$ cat config.mk
export PLATFORM = sky130hd
export DESIGN_NAME = izh_param_loader
export DESIGN_NICKNAME = d
export VERILOG_FILES = /design/src/rtl/izh_pkg.sv /design/src/rtl/izh_frame_checksum.sv /design/src/rtl/izh_param_loader.sv
export SDC_FILE = /design/constraint.sdc
export NUM_CORES = 1
export LEC_CHECK = 0
export ABC_AREA = 1
export CELL_PAD_IN_SITES_DETAIL_PLACEMENT = 1
export CELL_PAD_IN_SITES_GLOBAL_PLACEMENT = 2
export CORE_MARGIN = 2
export CORE_UTILIZATION = 32
export CTS_CLUSTER_DIAMETER = 100
export DETAILED_ROUTE_END_ITERATION = 8
export GPL_TIMING_DRIVEN = 0
export PLACE_DENSITY_LB_ADDON = 0.08
export SLEW_MARGIN = 20
export SYNTH_ARGS = -nofsm -noshare
export SYNTH_HDL_FRONTEND = slang
export SYNTH_SLANG_ARGS = --single-unit
$ cat constraint.sdc
create_clock -name clk -period 1.6 [get_ports clk]
set_input_delay 0.48 -clock clk [delete_from_list [all_inputs] [get_ports clk]]
set_output_delay 0.48 -clock clk [all_outputs]
set_load 0.01 [all_outputs]
$ cat src/rtl/izh_pkg.sv
// Shared constants and types for the Izhikevich parameter path.
// Holds the frame byte layout, reset defaults and the loader state encoding.
// Defaults are shared with the neuron testbench so both agree on power-up values.
package izh_pkg;

  localparam int PARAM_W = 6;
  localparam int BYTE_W  = 8;

  // First byte of every parameter frame.
  localparam logic [BYTE_W-1:0] HEADER = 8'hA5;

  // Parameter values presented to the neuron after reset.
  localparam logic [PARAM_W-1:0] DEF_A = 6'd2;
  localparam logic [PARAM_W-1:0] DEF_B = 6'd13;
  localparam logic [PARAM_W-1:0] DEF_C = 6'd0;
  localparam logic [PARAM_W-1:0] DEF_D = 6'd16;

  // Longest idle gap tolerated between bytes of one frame (timeout build only).
  localparam int TIMEOUT_CYCLES = 255;

  typedef enum logic [2:0] {
    ST_IDLE,
    ST_GET_A,
    ST_GET_B,
    ST_GET_C,
    ST_GET_D,
    ST_GET_SUM,
    ST_COMMIT
  } loader_state_e;

  // True while a frame is partially received.
  function automatic logic in_frame(loader_state_e s);
    return (s == ST_GET_A) || (s == ST_GET_B) || (s == ST_GET_C) ||
           (s == ST_GET_D) || (s == ST_GET_SUM);
  endfunction

endpackage

$ cat src/rtl/izh_frame_checksum.sv
// Running XOR checksum over the payload bytes of a parameter frame.
// Latency: accumulate takes effect on the next edge; compare is combinational.
// No backpressure: the caller strobes clear/accumulate only on accepted bytes.
module izh_frame_checksum
  import izh_pkg::*;
(
  input  logic              clk,
  input  logic              rst_n,
  input  logic              clr_i,
  input  logic              acc_i,
  input  logic [BYTE_W-1:0] byte_i,
  input  logic [BYTE_W-1:0] cmp_byte_i,
  output logic              match_o
);

  logic [BYTE_W-1:0] sum_q;

  // Clear wins over accumulate so a new header always starts from zero.
  always_ff @(posedge clk or negedge rst_n) begin
    if (!rst_n) begin
      sum_q <= '0;
    end else if (clr_i) begin
      sum_q <= '0;
    end else if (acc_i) begin
      sum_q <= sum_q ^ byte_i;
    end
  end

  assign match_o = (sum_q == cmp_byte_i);

endmodule

$ cat src/rtl/izh_param_loader.sv
// Byte-serial loader committing checksummed a/b/c/d frames to the neuron core.
// Latency: params and commit_pulse update one edge after the checksum byte is taken.
// Backpressure: load_ready drops only during the one-cycle COMMIT state.
// Optional inter-byte timeout enabled by defining IZH_LOADER_TIMEOUT_EN.
module izh_param_loader
  import izh_pkg::*;
(
  input  logic               clk,
  input  logic               rst_n,
  input  logic               load_valid,
  input  logic [BYTE_W-1:0]  load_data,
  output logic               load_ready,
  output logic [PARAM_W-1:0] param_a,
  output logic [PARAM_W-1:0] param_b,
  output logic [PARAM_W-1:0] param_c,
  output logic [PARAM_W-1:0] param_d,
  output logic               params_ready,
  output logic               commit_pulse,
  output logic               load_err,
  output logic [7:0]         param_gen
);

  loader_state_e state_q, state_d;

  logic accept;
  logic hdr_hit;
  logic cks_acc;
  logic cks_match;
  logic match_q;
  logic timeout;
  logic committing;

  logic [PARAM_W-1:0] shd_a_q, shd_b_q, shd_c_q, shd_d_q;
  logic [PARAM_W-1:0] par_a_q, par_b_q, par_c_q, par_d_q;
  logic               params_ready_q;
  logic               commit_pulse_q;
  logic               load_err_q;
  logic [7:0]         gen_q;

  assign load_ready = (state_q != ST_COMMIT);
  assign accept     = load_valid && load_ready;
  assign hdr_hit    = (state_q == ST_IDLE) && accept && (load_data == HEADER);
  assign cks_acc    = accept && ((state_q == ST_GET_A) || (state_q == ST_GET_B) ||
                                 (state_q == ST_GET_C) || (state_q == ST_GET_D));
  assign committing = (state_q == ST_COMMIT);

`ifdef IZH_LOADER_TIMEOUT_EN
  localparam int GAP_W = $clog2(TIMEOUT_CYCLES + 1);

  logic [GAP_W-1:0] gap_q, gap_d;

  // Count idle cycles inside a frame; any accepted byte restarts the count.
  always_comb begin
    gap_d = '0;
    if (in_frame(state_q) && !accept) begin
      gap_d = gap_q + 1'b1;
    end
  end

  // The limit is reached on the edge where the count would hit TIMEOUT_CYCLES.
  assign timeout = in_frame(state_q) && !accept &&
                   (gap_q == GAP_W'(TIMEOUT_CYCLES - 1));

  // Gap counter register.
  always_ff @(posedge clk or negedge rst_n) begin
    if (!rst_n) begin
      gap_q <= '0;
    end else begin
      gap_q <= gap_d;
    end
  end
`else
  assign timeout = 1'b0;
`endif

  // Frame sequencing: one state per byte, then a single commit cycle.
  always_comb begin
    state_d = state_q;
    unique case (state_q)
      ST_IDLE:    if (hdr_hit) state_d = ST_GET_A;
      ST_GET_A:   if (accept)  state_d = ST_GET_B;
      ST_GET_B:   if (accept)  state_d = ST_GET_C;
      ST_GET_C:   if (accept)  state_d = ST_GET_D;
      ST_GET_D:   if (accept)  state_d = ST_GET_SUM;
      ST_GET_SUM: if (accept)  state_d = ST_COMMIT;
      ST_COMMIT:               state_d = ST_IDLE;
      default:                 state_d = ST_IDLE;
    endcase
    if (timeout) begin
      state_d = ST_IDLE;
    end
  end

  // State register.
  always_ff @(posedge clk or negedge rst_n) begin
    if (!rst_n) begin
      state_q <= ST_IDLE;
    end else begin
      state_q <= state_d;
    end
  end

  izh_frame_checksum u_cks (
    .clk        (clk),
    .rst_n      (rst_n),
    .clr_i      (hdr_hit),
    .acc_i      (cks_acc),
    .byte_i     (load_data),
    .cmp_byte_i (load_data),
    .match_o    (cks_match)
  );

  // Shadow capture of payload bytes; a timed-out frame is discarded.
  always_ff @(posedge clk or negedge rst_n) begin
    if (!rst_n) begin
      shd_a_q <= '0;
      shd_b_q <= '0;
      shd_c_q <= '0;
      shd_d_q <= '0;
      match_q <= 1'b0;
    end else if (timeout) begin
      shd_a_q <= '0;
      shd_b_q <= '0;
      shd_c_q <= '0;
      shd_d_q <= '0;
    end else if (accept) begin
      if (state_q == ST_GET_A)   shd_a_q <= load_data[PARAM_W-1:0];
      if (state_q == ST_GET_B)   shd_b_q <= load_data[PARAM_W-1:0];
      if (state_q == ST_GET_C)   shd_c_q <= load_data[PARAM_W-1:0];
      if (state_q == ST_GET_D)   shd_d_q <= load_data[PARAM_W-1:0];
      if (state_q == ST_GET_SUM) match_q <= cks_match;
    end
  end

  // Atomic commit of all four parameters plus status on a checksum match.
  always_ff @(posedge clk or negedge rst_n) begin
    if (!rst_n) begin
      par_a_q        <= DEF_A;
      par_b_q        <= DEF_B;
      par_c_q        <= DEF_C;
      par_d_q        <= DEF_D;
      params_ready_q <= 1'b0;
      commit_pulse_q <= 1'b0;
      load_err_q     <= 1'b0;
      gen_q          <= '0;
    end else begin
      commit_pulse_q <= committing && match_q;
      if (committing && match_q) begin
        par_a_q        <= shd_a_q;
        par_b_q        <= shd_b_q;
        par_c_q        <= shd_c_q;
        par_d_q        <= shd_d_q;
        params_ready_q <= 1'b1;
        gen_q          <= gen_q + 8'd1;
      end
      if (hdr_hit) begin
        load_err_q <= 1'b0;
      end else if ((committing && !match_q) || timeout) begin
        load_err_q <= 1'b1;
      end
    end
  end

  assign param_a      = par_a_q;
  assign param_b      = par_b_q;
  assign param_c      = par_c_q;
  assign param_d      = par_d_q;
  assign params_ready = params_ready_q;
  assign commit_pulse = commit_pulse_q;
  assign load_err     = load_err_q;
  assign param_gen    = gen_q;

endmodule

==> flow_summary.ini <==
[yosys]
synth_edf_count = 0
syn_avg_cell_area_um2 = 8.45
synthFlopType = dfrtp_1
synth_warnings = 0
yosysSeqAreaShare = 0.541
ys_ff_latch = 71
syn-cell-area_um2 = 3300
synth_cell_types = 33
synth_fp_nets = 402
syn-instance-count = 390
async_flop_share = 1.00

[cts]
clock_path_buffers = 2
clkLatencyLatePin_ns = 0.35
cts_num_sinks = 71
hold_buffers = 0
ctsHtreeMaxLevel = 3
clkTransAtPathRegs_ns = 0.08
tritoncts = yes
cts-root-buf = clkbuf_8
cts_inserted_buffers = 9

[floorplanning]
ios = 47
placementRows = 37
die-width_um = 106
core_region_area_um2 = 10200
start_util = 0.324
dieHeight_um = 106
dieArea_um2 = 11100

[finish]
regArea_um2 = 1780
fillCellCount = 1245
nets = 477
area_delta_synth_final_pct = 29.4
drive_above_1_share = 0.196
multiInputGateArea_um2 = 1240
insertedDiodeCount = 0
fin_util = 0.419
final-instance-count-excl-fill = 606

[power_and_ir_drop]
pwr-share-clk = 0.312
p_sw_frac = 0.320
fin_total_pwr_mw = 5.76
p_leak_nw = 2.41
power.density_nw_per_um2 = 1350
cell_internal_pwr_mw = 3.91
vdd_ir_drop_max_uv = 531
p_switching_mw = 1.85
pwr-share-comb = 0.265
pwr-share-seq = 0.423

[run_status]
failed_checks = negative setup slack
run_status = finished with violations

[critical_path]
required_ns = 1.12
critPathArrivalTime_ns = 1.13
cp_max_fo = 5
r2r_start = state_q[0]
crit_type = flop to primary output
startpoint = state_q[0]
cpMostUsedCell = buf_6
startpoint_type = flop
max_stage_delay_ns = 0.38
cp_slowest_cell = dfrtp_1
crit_chain = buf_6 > nor2_4 > inv_2 > buf_6
crit_path_end_kind = primary output

[detailed_routing]
vias = 2728
drt-pass1-iter-count = 4
avgViaCountPerCell = 4.50
route.detailed.drc = 0
routed_wl_mm = 8.26
antenna_left = 0
dr.first_iter.drc_count = 108
wl_per_cell_um = 13.6

[global_routing]
track_usage = 0.156
grt_pass1_wl_mm = 13.7
overflow = 0
grt_max_degree = 40
grt_pass1_vias = 2758
antenna_found_initial = 0

[timing]
tightest_slew_ns = 0.462
setup_viol = 1
slew_headroom = 0.692
min_period_ns = 1.61
slew_violations = 0
worst_slack_ns = -0.00963
hold_ws_ns = 0.0805
fin_worst_skew_ns = 0.00941
fin_crit_sh = 1.01
rsz0062_at_grt = yes
hold_viol_final = 0
max_freq_mhz = 621

[min_path]
min_path_type = primary input to async pin

[placement]
place_worst_setup_slack_ns = -0.357
io_buffers = 45
place_congestion = 0.748
place_inst = 572
hpwl_mm = 5.83

[flow_run]
cap_violations = 0
## layer usage
layer  wire length, um  vias up  track usage  share of wire
met1              3980     1319        0.214           0.48
met2              3870       39        0.250           0.47
met4                93        0       0.0479          0.011
met5                 0        -            0              0
met3               312        9       0.0328          0.038
li1                  -     1361            -              -
## timing repair
item                                    4_1_cts  5_1_grt
pin swaps                                     1        3
buffers inserted                              7       11
gates resized for setup                      54        9
endpoints found under the setup margin       36       18
## final timing paths
| path | cells past startpoint | slack, ns | endpoint |
|---|---|---|---|
| max | 4 | -0.01 | load_ready |
| min | 1 | 0.08 | param_d[5] |
| max reg2reg | 9 | 0.12 | u_cks.sum_q[2] |
| min reg2reg | 1 | 0.46 | params_ready |
| max in group asynchronous | 2 | 0.88 | param_b[2] |
| min in group clk | 1 | 0.46 | params_ready |
## sequential cells by signal, indices dropped and copies added (netlist names), 3 cells and up
signal       cells
shd_b_q          6
param_d          6
shd_a_q          6
param_gen        8
param_b          6
u_cks.sum_q      8
shd_d_q          6
shd_c_q          6
param_c          6
param_a          6
state_q          3
## per-stage QoR
step / setup TNS, ns / cell area (um2)
final: -0.00963 / 4270
after global placement: -188.06 / 3920
after detailed placement: -4.02 / 3940
after floorplan: 0 / 3300
after global routing: -0.0750 / 4270
after CTS: -0.0740 / 4210
## logic make-up (layout without fill, tap and decap cells)
group,count (synthesis),in the layout,share of synthesized area
XOR/XNOR,5,5,0.0133
AO/OA/AOI/OAI,31,31,0.0596
buffers and inverters,55,135,0.0858
AND/OR/NAND/NOR,227,227,0.297
adder cells (fa/ha/maj),1,1,0.00379
flip-flops,71,71,0.541
## cells in the mapped netlist (2+ instances only)
cell type,count,area share
nand2_2,3,0.0057
nand4_1,12,0.023
dfrtp_1,66,0.50
inv_1,36,0.041
nand3_1,9,0.014
o21ai_2,6,0.016
buf_2,6,0.0091
nor2_2,6,0.011
o21ai_0,15,0.023
dfstp_2,5,0.040
buf_4,2,0.0046
nor2_1,12,0.014
xnor2_1,4,0.011
o21ai_1,4,0.0061
buf_6,7,0.024
nand2_1,179,0.20
a21oi_1,2,0.0030
## final cells by class
class,count,share of cell area
sequential,71,0.418
multi-input combinational,264,0.290
timing repair buffer,64,0.127
tap,136,0.0399
inverter,39,0.0361
clock buffer,11,0.0331
buffer,16,0.0308
clock inverter,5,0.0249
## critical path, delay by kind of cell, from the launching register on
| family | cells | cell delay, ns |
|---|---|---|
| flops | 1 | 0.38 |
| simple gates | 1 | 0.11 |
| buf+inv | 3 | 0.29 |
## power groups by stage
stage          Combinational, mW  Clock (mW)  Sequential (mW)
2_1_floorplan               1.13           0             2.41
3_3_place_gp                1.41           0             2.45
3_5_place_dp                1.47           0             2.47
4_1_cts                     1.50        1.86             2.44
5_1_grt                     1.76        1.93             2.49
6_report                    1.53        1.79             2.44
## cells in the final DEF (no fill, tap or decap), drive strengths merged, types with 2 or more instances in the layout
| cell type | count |
|---|---|
| a21oi | 2 |
| buf | 41 |
| bufinv | 3 |
| clkbuf | 12 |
| clkdlybuf4s50 | 8 |
| dfrtp | 66 |
| dfstp | 5 |
| dlygate4sd2 | 30 |
| inv | 39 |
| nand2 | 183 |
| nand3 | 11 |
| nand4 | 12 |
| nor2 | 20 |
| o21ai | 26 |
| xnor2 | 4 |
Note: power is estimated with default switching activity, not from simulation.
==> variant 1 (config.mk and constraints unchanged) <==
Re-encode `loader_state_e` (7 states) as one-hot, 7 bits wide.
--- a/src/rtl/izh_pkg.sv
+++ b/src/rtl/izh_pkg.sv
@@ -19,12 +19,12 @@
   localparam int TIMEOUT_CYCLES = 255;
 
-  typedef enum logic [2:0] {
-    ST_IDLE,
-    ST_GET_A,
-    ST_GET_B,
-    ST_GET_C,
-    ST_GET_D,
-    ST_GET_SUM,
-    ST_COMMIT
+  typedef enum logic [6:0] {
+    ST_IDLE    = 7'b0000001,
+    ST_GET_A   = 7'b0000010,
+    ST_GET_B   = 7'b0000100,
+    ST_GET_C   = 7'b0001000,
+    ST_GET_D   = 7'b0010000,
+    ST_GET_SUM = 7'b0100000,
+    ST_COMMIT  = 7'b1000000
   } loader_state_e;
 
Formal check against the unedited RTL: same outputs for any inputs over 10 cycles, from zero or initial values and one cycle with rst_n low; not proved beyond that.
==> variant 1 against the unedited design <==
The flow still finishes with violations (setup timing); sequential cell count up 4; final area increased by 6.2%; clock skew is 0.0051 ns higher; routed wire length down 1.3%; maximum frequency down 8.5%; register-to-register slack worse by 0.24 ns; synthesized area down 0.65%; non-clock buffer count up 9; setup slack got worse by 0.15 ns.
Power is not compared: it rests on default switching activity, and its combinational part moved more than twofold at a synthesized area within 25%.
==> variant 1: results (changes against the unedited design) <==
Outcome
  • Status: finished, violations left (unchanged)
  • Failing checks: setup timing (unchanged)

Cells and area
  • Fill count: 1126 (was 1245)
  • Post-layout nets: 451 (was 477)
  • N_diodes: 0 (unchanged)
  • Share of layout cells above drive strength 1: 0.266 (was 0.196)

Clocking
  • H-Tree Depth: 3 (unchanged)
  • Clk root buf: clkbuf_8 (unchanged)
  • Num CTS Buffers: 9 (unchanged)
  • Reg clk slew, reported paths: 0.09 ns
  • Clock latency reported for the late side of the worst-skew pair: about 0.36 ns
  • CTS max path bufs: 2 (unchanged)

Synthesis
  • Leading cell types by count after synthesis: 137 x nand2_1, 69 x dfrtp_1, 22 x nand3_1 (was 179 x nand2_1, 66 x dfrtp_1, 36 x inv_1)
  • Ranking of synthesized cells by area: dfrtp_1 53%, nand2_1 16%, dfstp_2 4.8% (was dfrtp_1 50%, nand2_1 20%, inv_1 4.1%)
  • Synth cell types: 28 (was 33)
  • Syn Nets: 363 (was 402)
  • Async SR Flop Fraction: 1.00 (unchanged)
  • Register area share after synthesis: 0.575 (was 0.541)

Route
  • DRT Pass-1 Iters: 4 (unchanged)
  • Post-Route WL: 8150 um (was 8260 um)
  • Via/cell ratio: 4.55 (was 4.50)
  • 1st-iter DRT viols: 49 (was 108)

GRT
  • Met2 usage: 0.267 (was 0.250)
  • Largest net degree at the start of global routing: 39 (was 40)
  • First-pass GRT wire length: 13500 um (was 13700 um)
  • Grt met1 use: 0.192 (was 0.214)
  • Vias in the first global route: 2692 (was 2758)
  • GRT met3 Usage: 0.0399 (was 0.0328)
  • GRT Total Usage: 0.156 (about the same)

Power
  • VDD IR max: approximately 0.53 mV

Placed design
  • Post-place setup slack: -0.527 ns (was -0.357 ns)
  • Dpl hpwl: 5590 um (was 5830 um)
  • Routability congestion estimate: 0.776 (was 0.748)
  • Port buffer count: 46 (was 45)

Critical path
  • Critical path origin: state_q[5] (was state_q[0])
  • Reg2reg end: u_cks.sum_q[1] (was u_cks.sum_q[2])
  • Reg2reg setup slack: -0.12 ns (was 0.12 ns)
  • Critical-path maximum fanout: 2 (was 5)
  • Worst r2r src: state_q[0] (unchanged)
  • Slowest stage cell on the critical path: dfrtp_1 (unchanged)
  • Worst Setup EP: load_ready (unchanged)
  • Largest stage delay on the critical path: 0.42 ns (was 0.38 ns)
  • R2R depth: 10 (was 9)

Hold path
  • Hold Crit Class: input pin to asynchronous set/reset pin (unchanged)

Timing
  • Final worst slack: -0.159 ns (was -0.00963 ns)
  • Worst slew margin: 0.664 (was 0.692)
  • Setup violators final: 39 (was 1)
  • Final Skew: 0.0145 ns (was 0.00941 ns)
-- variant 1: logic make-up after synthesis --
kind of cell    synth area share
simple gates               0.276
flops                      0.575
compound gates            0.0527
xor+xnor                  0.0374
fa+ha+maj                0.00382
buf+inv                   0.0550
-- variant 1: layout make-up --
type,instances,area [um^2],share of cell area
inverter,22,87.6,0.0193
clock inverter,6,96.3,0.0213
clock buffer,10,138,0.0304
timing repair buffer,77,707,0.156
buffer,12,136,0.0301
tap,133,166,0.0367
sequential,75,1880,0.416
multi-input combinational,242,1320,0.290
-- variant 1: timing repair --
item,4_1_cts,5_1_grt
gates resized for setup,84,23
endpoints found under the setup margin,51,64
setup buffers,18,9
pin swaps,6,11
cloned,2,1
-- variant 1: stage by stage --
step | hold slack [ns] | instance area (um^2) | power, mW | setup TNS (ns) | instances
final | 0.0781 | 4530 | 3.82 | -2.77 | 577
after global routing | 0.107 | 4530 | 3.96 | -6.10 | 577
after CTS | 0.0895 | 4350 | 3.86 | -2.93 | 567
after detailed placement | 0.457 | 3920 | 2.12 | -11.14 | 531
after global placement | 0.454 | 3900 | 2.11 | -212.62 | 530
after floorplan | 0.184 | 3280 | 2.02 | 0 | 351
-- variant 1: routing by layer --
| metal | up-vias | part of all wire |
|---|---|---|
| li1 | 1284 | - |
| met1 | 1292 | 0.45 |
| met2 | 42 | 0.50 |
| met3 | 9 | 0.033 |
| met4 | 0 | 0.011 |
| met5 | - | 0 |
-- variant 1: power by group --
group	total, mW	internal, mW	switching (mW)
sequential	1.91	1.90	0.00647
combinational	0.209	0.0827	0.126
clock	1.70	0.939	0.757
==> variant 2 (config.mk and constraints unchanged) <==
Without the edit above. Add a define of `IZH_LOADER_TIMEOUT_EN`.
--- a/src/rtl/izh_param_loader.sv
+++ b/src/rtl/izh_param_loader.sv
@@ -3,4 +3,6 @@
 // Backpressure: load_ready drops only during the one-cycle COMMIT state.
 // Optional inter-byte timeout enabled by defining IZH_LOADER_TIMEOUT_EN.
+`define IZH_LOADER_TIMEOUT_EN
+
 module izh_param_loader
   import izh_pkg::*;
Check against the original RTL: same outputs for any inputs over 10 cycles, from zero or initial values and one cycle with rst_n low; that may be too few to reach the edited logic, so the function may still have changed.
==> variant 2 against the unedited design <==
The run still ends with setup timing left; routed wire length grew 5.9%; global-route usage grew 0.18 points; synthesized area grew 6.3%; final area grew 8.7%; sequential share of layout area grew 1.0 points; sequential cell count increased by 8; total power increased by 25%; setup slack worse by 0.025 ns.
==> variant 2: results (changes against the unedited design) <==
Placed design
  • Routability congestion estimate: 0.769 (was 0.748)
  • Port buffer count: 45 (unchanged)
  • Dpl hpwl: 5970 um (was 5830 um)
  • Placed instance area: 4160 um^2 (was 3940 um^2)
  • Post-place setup slack: -0.464 ns (was -0.357 ns)

Timing
  • Worst slew margin: 0.692 (about the same)
  • Final worst slack: -0.0344 ns (was -0.00963 ns)
  • Post-Route Setup TNS: -0.0344 ns (was -0.00963 ns)
  • Final Skew: 0.00636 ns (was 0.00941 ns)
  • Setup violators final: 1 (unchanged)
  • Hold WS: 0.0660 ns (was 0.0805 ns)

Power
  • Leak: 2.40 nW (was 2.41 nW)
  • VDD IR max: 0.533 mV (was 0.531 mV)

Clocking
  • CTS max path bufs: 2 (unchanged)
  • Reg clk slew, reported paths: 0.08 ns (about the same)

Critical path
  • Arrival time at the worst endpoint: 1.15 ns (was 1.13 ns)
  • Worst r2r src: gap_q[0] (was state_q[0])
  • Critical path origin: state_q[2] (was state_q[0])
  • Largest stage delay on the critical path: 0.35 ns (was 0.38 ns)
  • Reg2reg setup slack: 0.02 ns (was 0.12 ns)
  • Critical-path maximum fanout: 8 (was 5)

Route
  • 1st-iter DRT viols: 73 (was 108)
  • Post-Route WL: 8750 um (was 8260 um)
  • DRT Pass-1 Iters: 4 (unchanged)
  • Via/cell ratio: 4.54 (was 4.50)

Synthesis
  • Ranking of synthesized cells by area: dfrtp_1 53%, nand2_1 9.6%, inv_1 5.4% (was dfrtp_1 50%, nand2_1 20%, inv_1 4.1%)
  • Async SR Flop Fraction: 1.00 (unchanged)
  • Top_reg_cell synth: dfrtp_1 (unchanged)
  • Syn Nets: 404 (was 402)
  • Yosys Warn Count: 0 (unchanged)
  • Register area share after synthesis: 0.566 (was 0.541)
  • Synth cell types: 27 (was 33)
  • Leading cell types by count after synthesis: 90 x nand2_1, 74 x dfrtp_1, 50 x inv_1 (was 179 x nand2_1, 66 x dfrtp_1, 36 x inv_1)

Cells and area
  • N_diodes: 0 (unchanged)
  • Share of layout cells above drive strength 1: 0.194 (was 0.196)
  • Post-layout nets: 484 (was 477)
  • Fill count: 1297 (was 1245)

GRT
  • First-pass GRT wire length: 14300 um (was 13700 um)
  • Vias in the first global route: 2944 (was 2758)
  • Largest net degree at the start of global routing: 49 (was 40)
  • GRT Total Usage: 0.158 (was 0.156)

Outcome
  • Status: finished, violations left (unchanged)
  • Failing checks: setup timing (unchanged)
variant 2: where the power goes:
| group | switching [mW] | internal (mW) |
|---|---|---|
| Clock | 0.749 | 0.883 |
| Sequential | 0.388 | 2.78 |
| Combinational | 1.30 | 1.07 |
variant 2: final cells by class:
| cell class | count | area, um^2 | area share |
|---|---|---|---|
| Buffer | 13 | 118 | 0.0254 |
| Inverter | 51 | 199 | 0.0429 |
| Multi-Input combinational cell | 247 | 1310 | 0.283 |
| Clock buffer | 11 | 131 | 0.0283 |
| Clock inverter | 5 | 81.3 | 0.0175 |
| Tap cell | 140 | 175 | 0.0378 |
| Timing Repair Buffer | 69 | 631 | 0.136 |
| Sequential cell | 79 | 1990 | 0.429 |
variant 2: per-stage QoR:
stage / instances / total power [mW]
2_1_floorplan: 390 / 4.54
3_3_place_gp: 575 / 5.50
3_5_place_dp: 576 / 5.58
4_1_cts: 603 / 7.13
5_1_grt: 615 / 7.77
6_report: 615 / 7.18
variant 2: final timing paths:
| kind | endpoint | depth (start not counted) |
|---|---|---|
| setup / recovery | load_ready | 5 |
| hold / removal | param_gen[1] | 1 |
| setup reg to reg | shd_a_q[5] | 11 |
| hold reg to reg | params_ready | 1 |
| max in group asynchronous | param_b[0] | 2 |
| min in group clk | params_ready | 1 |
variant 2: what timing repair did:
item / 4_1_cts / 5_1_grt
pin swaps: 3 / 3
gates cloned: 0 / 3
buffers inserted: 11 / 9
resized for setup: 78 / 25
setup endpoints to repair: 97 / 65
variant 2: worst reg2reg max path, cell delays in order, from the launching register on:
cell and delay (ns):
dfrtp_1 0.39, inv_1 0.06, ha_1 0.13, inv_1 0.04, nor2_2 0.09, nand2_2 0.11, nor2_8 0.24, inv_8 0.09
nand2_4 0.09, buf_8 0.13, nand2_1 0.06, o21ai_1 0.09
variant 2: cells by family after synthesis:
logic type      Yosys count  share of synthesized area
compound gates           65                     0.0946
xor+xnor                 16                     0.0400
fa+ha+maj                 3                     0.0107
buf+inv                  64                     0.0814
flops                    79                      0.566
simple gates            163                      0.207
variant 2: layer usage:
metal  vias up  part of all wire  GRT usage
li1       1393                 -          -
met5         -                 0          0
met1      1354              0.48      0.209
met4         0             0.019     0.0687
met3        10             0.027     0.0233
met2        38              0.47      0.259
